## src/rtl/fifo_cmd_reader.sv

```systemverilog
// Read-side FIFO consumer: paced dequeue into a one-entry holding register, framed into header+payload packets.
// Optional statistics counters are enabled with `define FIFO_CMD_READER_STATS_EN.
module fifo_cmd_reader #(
  parameter int DATA_WIDTH = 32,
  parameter int LEN_WIDTH  = 16
) (
  input  logic                  clk,
  input  logic                  rst_i,
  input  logic [DATA_WIDTH-1:0] fifo_q_i,
  input  logic                  fifo_empty_i,
  output logic                  fifo_deq_o,
  output logic [DATA_WIDTH-1:0] cmd_data_o,
  output logic                  cmd_valid_o,
  input  logic                  cmd_ready_i,
  output logic                  cmd_first_o,
  output logic                  cmd_last_o,
  output logic                  busy_o
`ifdef FIFO_CMD_READER_STATS_EN
  ,
  output logic [31:0]           stat_words_o,
  output logic [31:0]           stat_pkts_o,
  output logic [31:0]           stat_stall_o
`endif
);

  localparam logic [0:0] F_READY  = 1'b0;
  localparam logic [0:0] F_SETTLE = 1'b1;
  localparam logic [0:0] R_HDR    = 1'b0;
  localparam logic [0:0] R_PAY    = 1'b1;

  logic [0:0]            fetch_q, fetch_d;
  logic [0:0]            frame_q, frame_d;
  logic [LEN_WIDTH-1:0]  cnt_q, cnt_d;
  logic [DATA_WIDTH-1:0] data_q, data_d;
  logic                  valid_q, valid_d;
  logic                  first_q, first_d;
  logic                  last_q, last_d;
  logic                  hs, capture;

  assign hs      = valid_q && cmd_ready_i;
  assign capture = !rst_i && (fetch_q == F_READY) && !fifo_empty_i && (!valid_q || cmd_ready_i);

  always_comb begin
    fetch_d = (fetch_q == F_READY && capture) ? F_SETTLE : F_READY;
  end

  always_comb begin
    frame_d = frame_q;
    cnt_d   = cnt_q;
    if (hs) begin
      if (frame_q == R_HDR) begin
        if (data_q[LEN_WIDTH-1:0] != '0) begin
          frame_d = R_PAY;
          cnt_d   = data_q[LEN_WIDTH-1:0];
        end
      end else begin
        cnt_d = cnt_q - LEN_WIDTH'(1);
        if (cnt_q == LEN_WIDTH'(1)) frame_d = R_HDR;
      end
    end
  end

  // Flags of a newly captured word follow the framing state after any same-cycle handshake.
  always_comb begin
    data_d  = data_q;
    valid_d = valid_q;
    first_d = first_q;
    last_d  = last_q;
    if (capture) begin
      data_d  = fifo_q_i;
      valid_d = 1'b1;
      first_d = (frame_d == R_HDR);
      last_d  = (frame_d == R_HDR) ? (fifo_q_i[LEN_WIDTH-1:0] == '0) : (cnt_d == LEN_WIDTH'(1));
    end else if (hs) begin
      valid_d = 1'b0;
    end
  end

  always_ff @(posedge clk) begin
    if (rst_i) begin
      fetch_q <= F_READY;
      frame_q <= R_HDR;
      cnt_q   <= '0;
      data_q  <= '0;
      valid_q <= 1'b0;
      first_q <= 1'b0;
      last_q  <= 1'b0;
    end else begin
      fetch_q <= fetch_d;
      frame_q <= frame_d;
      cnt_q   <= cnt_d;
      data_q  <= data_d;
      valid_q <= valid_d;
      first_q <= first_d;
      last_q  <= last_d;
    end
  end

  assign fifo_deq_o  = capture;
  assign cmd_data_o  = data_q;
  assign cmd_valid_o = valid_q;
  assign cmd_first_o = first_q;
  assign cmd_last_o  = last_q;
  assign busy_o      = (frame_q == R_PAY);

`ifdef FIFO_CMD_READER_STATS_EN
  logic [31:0] words_q, pkts_q, stall_q;

  // All counters saturate rather than wrap.
  always_ff @(posedge clk) begin
    if (rst_i) begin
      words_q <= '0;
      pkts_q  <= '0;
      stall_q <= '0;
    end else begin
      if (capture && words_q != '1) words_q <= words_q + 32'd1;
      if (hs && last_q && pkts_q != '1) pkts_q <= pkts_q + 32'd1;
      if (valid_q && !cmd_ready_i && stall_q != '1) stall_q <= stall_q + 32'd1;
    end
  end

  assign stat_words_o = words_q;
  assign stat_pkts_o  = pkts_q;
  assign stat_stall_o = stall_q;
`endif

endmodule

```

## config.mk

```make
export PLATFORM = sky130hd
export DESIGN_NAME = fifo_cmd_reader
export DESIGN_NICKNAME = d
export VERILOG_FILES = /design/src/rtl/fifo_cmd_reader.sv
export SDC_FILE = /design/constraint.sdc
export NUM_CORES = 1
export LEC_CHECK = 0
export ABC_AREA = 1
export CAP_MARGIN = 20
export CORE_UTILIZATION = 44
export CTS_CLUSTER_SIZE = 16
export DETAILED_ROUTE_END_ITERATION = 12
export PLACE_DENSITY_LB_ADDON = 0.08
export SLEW_MARGIN = 10
export SYNTH_ARGS = -nofsm -noshare
export SYNTH_HDL_FRONTEND = slang
export SYNTH_SLANG_ARGS = --single-unit
export TNS_END_PERCENT = 50
```

## constraint.sdc

```tcl
create_clock -name clk -period 1.54 [get_ports clk]
set_input_delay 0.308 -clock clk [delete_from_list [all_inputs] [get_ports clk]]
set_output_delay 0.308 -clock clk [all_outputs]
set_load 0.05 [all_outputs]
```

==> flow_summary.ini, run 1 <==
[setup_path]
worst_path_max_delay_cell = dfxtp_4
crit_type = reg -> reg
path_cells = nor2_4 -> nand2_2 -> nor2_4 -> nand2_4 -> nand2_2 -> buf_4 -> o32ai_1 -> nor2_1 -> nand2_1 -> nor2_1 -> nand3_1 -> a21oi_2
cp.required_ns = 1.79
worstSetupStartpointType = flop
path_max_fanout = 10
cp-end-kind = flop
critPathMaxStageDelay_ns = 0.36
worstPathArrival_ns = 2.04

[final_layout]
nets = 619
final_cell_mix = nand2_1, buf_4, a21oi_1
drive_gt1_share_pct = 38.66
post-route-util_pct = 81.85
diodes = 0
final_cell_area_sq_um = 4846
area_delta_synth_final_pct = 79.06
layout.cells.most_common = nand2_1

[sta]
hold_viol_final = 0
setup_tns_ns = -0.6370
max_freq_ghz = 0.5597
relSlewSlack_pct = 75.80
setup_ws_ns = -0.2468
worst_pin_slew_ns = 0.3597
min_period_ns = 1.787
rsz0062_at_grt = yes
setup_viol = 7
fin_crit_sh_pct = 116.0
clock_skew_ns = 0.005870
slew_viol_final = 0

[global_routing]
grt_first_pass_wirelength_mm = 15.06
antenna_found_initial = 0
overflow = 0
grt_use_total_pct = 30.54
grt_pass1_vias = 3185
grt_max_degree = 24

[synth]
yosys.area.top_type = dfxtp_1
yosys_warnings = 0
synth_edf_count = 0
synth_cell_type_count = 28
netlist_area_sq_um = 2706
ys_top_cells_by_area = dfxtp_1, nand2_1, a21oi_1
yosysTopAreaCellShare_pct = 39.20
postSynth.asyncResetShare_pct = 0
ys_seq_area_share_pct = 39.20
syn-num-nets = 462
synth-seq-cells = 53
synthCells = 424
syn_avg_cell_area_sq_um = 6.383
synth_flop_cell = dfxtp_1

[placement]
pre_cts_slack_ns = -0.6249
dpl-instance-area_sq_um = 4415
dp_hpwl_mm = 7.153
gp_congestion = 0.9110
numPortBuffers = 72

[power]
power.switching_mw = 1.184
power_frac_comb_pct = 33.1
power.density_nw_per_um2 = 755.1
swShare_pct = 32.36
p_leak_nw = 2.205
vdd.ir_drop.worst_mv = 0.5844
p_int_mw = 2.475
total_power_mw = 3.659
clockPowerShare_pct = 26.7
p_seq_share_pct = 40.2

[route]
wl_per_cell_microns = 14.68
remaining_drc_errors = 0
vias = 3382
drt_iter0_drc = 246
postRouteAntennaNets = 0
routed_wl_mm = 9.645
firstDrtPassIters = 5
post_drt_via_cell_ratio = 5.148

[floorplanning]
die-area_sq_um = 6468
fp.dieH_microns = 80.43
die_w_microns = 80.43
row_count = 28
io_pins = 73
start_util_pct = 45.71
core_area_sq_um = 5921

[run]
drv_cap = 0

[clock_tree]
clk_latency_ns = 0.31
cts_hold_buffers = 0
numCtsBuffers = 5
clkSinkCount = 53
clk_pin_slew_worst_paths_ns = 0.10
cts_tree = yes
cts_buffer_depth = 2
h-tree-depth = 2
cts-root-buf = clkbuf_8

[status]
violations = negative setup slack
status = finished with violations

[hold_path]
hold_class = reg -> reg
[sequential cells by signal (all words and copies together) (netlist names)]
name and cells:
cmd_data_o 32, cnt_q 16, busy_o 1, cmd_first_o 1, cmd_last_o 1, cmd_valid_o 1
fetch_q 1
[final cells by class]
type                       instances  area, sq um
timing repair buffer             166         1718
inverter                          40        157.7
tap                               75        93.84
multi-input combinational        315         1629
fill                             412         1075
sequential                        53         1135
clock inverter                     3        43.79
clock buffer                       5        68.82
[kinds of logic (layout without fill, tap and decap cells)]
logic type / after synthesis / count (layout) / share of synthesized area [%]
AND/OR/NAND/NOR: 242 / 242 / 38.05
XOR/XNOR: 1 / 1 / 0.3237
flip-flops: 53 / 53 / 39.20
AO/OA/AOI/OAI: 70 / 70 / 13.36
buffers and inverters: 56 / 214 / 8.136
adder cells (fa/ha/maj): 2 / 2 / 0.9245
[repair_timing]
action | in CTS | in global routing
pin swaps | 8 | 25
hold endpoints to repair | 0 | 0
endpoints found under the setup margin | 12 | 14
gates resized for setup | 37 | 36
setup buffers | 4 | 7
cloned | 0 | 0
[synthesized netlist by cell type (2+ instances only)]
cell type,n
inv_1,34
nand3_1,41
o21ai_1,2
buf_2,2
inv_2,4
ha_1,2
nand4_1,5
clkinv_1,2
o21ai_0,19
nand2_2,2
clkbuf_1,12
nor2_1,50
dfxtp_1,53
nor2_4,3
nor2_2,2
or2_2,2
nor4_1,4
nand2_1,131
a21oi_1,45
[power by group through the flow]
stage	registers, mW	clock network (mW)	logic, mW
floorplan	1.67	0	0.363
CTS	1.47	0.990	1.13
global route	1.48	1.04	1.29
global placement	1.49	0	1.07
finish	1.47	0.977	1.21
detailed placement	1.49	0	1.09
[stage by stage]
stage | hold slack, ns | std cells
final | 0.4702 | 657
after detailed placement | 0.4539 | 638
after CTS | 0.4370 | 650
after global routing | 0.4837 | 657
after global placement | 0.4509 | 638
after floorplan | 0.4415 | 424
[worst max-delay path, delay by kind of cell (launching register included)]
family | cells | cell delay (ns)
compound gates | 2 | 0.20
buf+inv | 1 | 0.12
flops | 1 | 0.36
simple gates | 9 | 1.04
[path summary, 6_finish.rpt]
check	startpoint	endpoint	slack [ns]	cells past startpoint
hold / removal	cmd_data_o[27]	cmd_data_o[27]	0.47	2
hold reg to reg	cmd_data_o[27]	cmd_data_o[27]	0.47	2
setup / recovery	cmd_data_o[0]	cmd_last_o	-0.25	12
setup reg to reg	cmd_data_o[0]	cmd_last_o	-0.25	12
[per-layer routing]
| layer | GRT usage, % | up-vias | share of wire, % |
|---|---|---|---|
| li1 | - | 1677 | - |
| met1 | 38.28 | 1575 | 43 |
| met2 | 51.53 | 110 | 50 |
| met3 | 7.159 | 20 | 5.9 |
| met4 | 9.107 | 0 | 1.6 |
| met5 | 0 | - | 0 |
(Power assumes the default switching activity.)
==> run 2, diff against run 1 <==
--- a/config.mk
+++ b/config.mk
@@ -7,8 +7,8 @@
 export LEC_CHECK = 0
 export ABC_AREA = 1
 export CAP_MARGIN = 20
-export CORE_UTILIZATION = 44
-export CTS_CLUSTER_SIZE = 16
+export CORE_UTILIZATION = 48
+export CTS_CLUSTER_SIZE = 24
 export DETAILED_ROUTE_END_ITERATION = 12
 export PLACE_DENSITY_LB_ADDON = 0.08
 export SLEW_MARGIN = 10
==> constraint.sdc (replaced) <==
create_clock -name clk -period 1.9 [get_ports clk]
set_input_delay 0.38 -clock clk [delete_from_list [all_inputs] [get_ports clk]]
set_output_delay 0.38 -clock clk [all_outputs]
set_load 0.05 [all_outputs]
==> run 2 against run 1 <==
The flow now finishes without violations. Sequential share of layout area grew 3.5 points. Via count shrank 5.6%. Global-route usage shrank 1.2 points. Clock skew is essentially flat. Cell area shrank 18%. Clock power shrank 34%. Routed wire length shrank 9.2%. Sequential power shrank 18%. Setup slack gained 0.28 ns. Critical path type is now reg -> out. Largest cell class is now multi-input gates. Highest routed layer unchanged.
==> flow_summary.ini, run 2 (same netlist as run 1, synthesis figures left out) <==
[status]
status = finished clean

[global_routing]
grt_use_total_pct = 29.32
overflow = 0
antenna_found_initial = 0
grt_pass1_vias = 2984
grt_first_pass_wirelength_mm = 13.88
grt_max_degree = 44

[floorplanning]
die_w_microns = 77.09
core_area_sq_um = 5270
start_util_pct = 51.35
die-area_sq_um = 5943
fp.dieH_microns = 77.09
row_count = 26
io_pins = 73

[setup_path]
crit_type = reg -> out
rr_startpoint = cnt_q[0]
critPathMaxStageDelay_ns = 0.81
path_depth = 1
worstSetupStartpointType = flop
r2r_slack_ns = 0.04
crit_family = buffers and inverters
r2r-end = cmd_last_o
worst_path_max_delay_cell = clkdlybuf4s50_1
path_max_fanout = 3
worstPathArrival_ns = 1.48
critPathBufInv = 1
cp-end-kind = primary output
cp.required_ns = 1.52
rr_worst_depth = 16
path_cells = clkdlybuf4s50_1

[final_layout]
largest_reg_flops = 32
nets = 573
diodes = 0
post-route-util_pct = 75.02
drive_gt1_share_pct = 19.78
layout.cells.most_common = nand2_1
stdcell_count = 606
area_delta_synth_final_pct = 46.09
final_cell_mix = nand2_1, buf_4, clkdlybuf4s50_1
n_fill_cell = 438

[sta]
max_freq_ghz = 0.5363
relSlewSlack_pct = 65.69
hold_viol_final = 0
slew_viol_final = 0
setup_viol = 0
min_period_ns = 1.865
clock_skew_ns = 0.005551
worst_pin_slew_ns = 0.5131
fin_crit_sh_pct = 98.14
setup_tns_ns = 0
rsz0062_at_grt = yes

[placement]
dp_hpwl_mm = 6.560
gp_congestion = 0.9399
numPortBuffers = 72
dp.cells = 591

[run]
drv_cap = 0

[power]
vdd.ir_drop.worst_mv = 0.6194
total_power_mw = 2.617
power.switching_uw = 882.6
p_int_mw = 1.735
p_leak_nw = 1.830
p_seq_share_pct = 45.9
power_frac_comb_pct = 29.7
clockPowerShare_pct = 24.5
swShare_pct = 33.72
power.density_nw_per_um2 = 662.0

[route]
postRouteAntennaNets = 0
wl_per_cell_microns = 14.46
post_drt_via_cell_ratio = 5.267
vias = 3192
remaining_drc_errors = 0
routed_wl_mm = 8.761
firstDrtPassIters = 5
drt_iter0_drc = 345

[clock_tree]
numCtsBuffers = 5
h-tree-depth = 2
cts_buffer_depth = 2
cts_tree = yes
cts_hold_buffers = 0
clk_latency_ns = 0.30
clk_pin_slew_worst_paths_ns = 0.10
cts-root-buf = clkbuf_8
clkSinkCount = 53

[hold_path]
hold_class = reg -> reg
hp-start = cmd_data_o[29]
hold_path_end = cmd_data_o[29]
worstHoldPathCells = 2
[run 2: cell count changes in the layout (fill, tap and decap cells not counted), moves of 7 or more]
cell	delta
nand2_1	+7
dfxtp_4	-18
buf_4	-38
dfxtp_1	+19
nand3_1	+9
clkdlybuf4s50_1	+22
buf_12	-28
nand3_2	-9
[run 2: worst max-delay path by stage]
stage | startpoint | slack (ns) | endpoint
floorplan | busy_o | 0.04 | cmd_last_o
global placement | cmd_ready_i | -0.17 | cmd_last_o
detailed placement | cmd_ready_i | -0.27 | cmd_last_o
CTS | cnt_q[1] | 0.005 | cmd_last_o
global route | cnt_q[0] | -0.13 | cmd_last_o
finish | cmd_data_o[12] | 0.04 | cmd_data_o[12]
[run 2: layout make-up]
type	count	area [sq um]	share of cell area, %
clock buffer	6	72.57	1.835
clock inverter	2	13.76	0.3481
inverter	40	150.1	3.797
multi-input combinational	315	1491	37.72
sequential	53	1066	26.96
tap	70	87.58	2.215
timing repair buffer	120	1072	27.12
[run 2: stage by stage]
stage | hold slack (ns) | area, sq um | setup WS [ns]
6_report | 0.4696 | 3954 | 0.03528
5_1_grt | 0.4961 | 3954 | -0.1303
4_1_cts | 0.4712 | 3821 | 0.004523
3_5_place_dp | 0.4581 | 3732 | -0.2655
3_3_place_gp | 0.4514 | 3732 | -0.1688
2_1_floorplan | 0.4914 | 2706 | 0.04113
[run 2: power groups by stage]
stage               sequential (mW)  clock, mW  combinational, mW
floorplan                      1.36          0              0.293
global placement               1.22          0              0.715
detailed placement             1.22          0              0.721
CTS                            1.20      0.650              0.725
global route                   1.21      0.693              0.832
finish                         1.20      0.640              0.777
[run 2: metal layers]
layer  track usage [%]  vias up  routed length (microns)  share of wire [%]
li1                  -     1583                        -                  -
met1             38.88     1448                     3815                 44
met2             50.18      151                     4232                 48
met3             5.357       10                      637                7.3
met4             4.717        0                       74               0.84
met5                 0        -                        0                  0
[run 2: timing repair]
action,in CTS,in global routing
resized for setup,1,30
buffers inserted,0,7
endpoints found under the setup margin,1,7
pin swaps,0,12
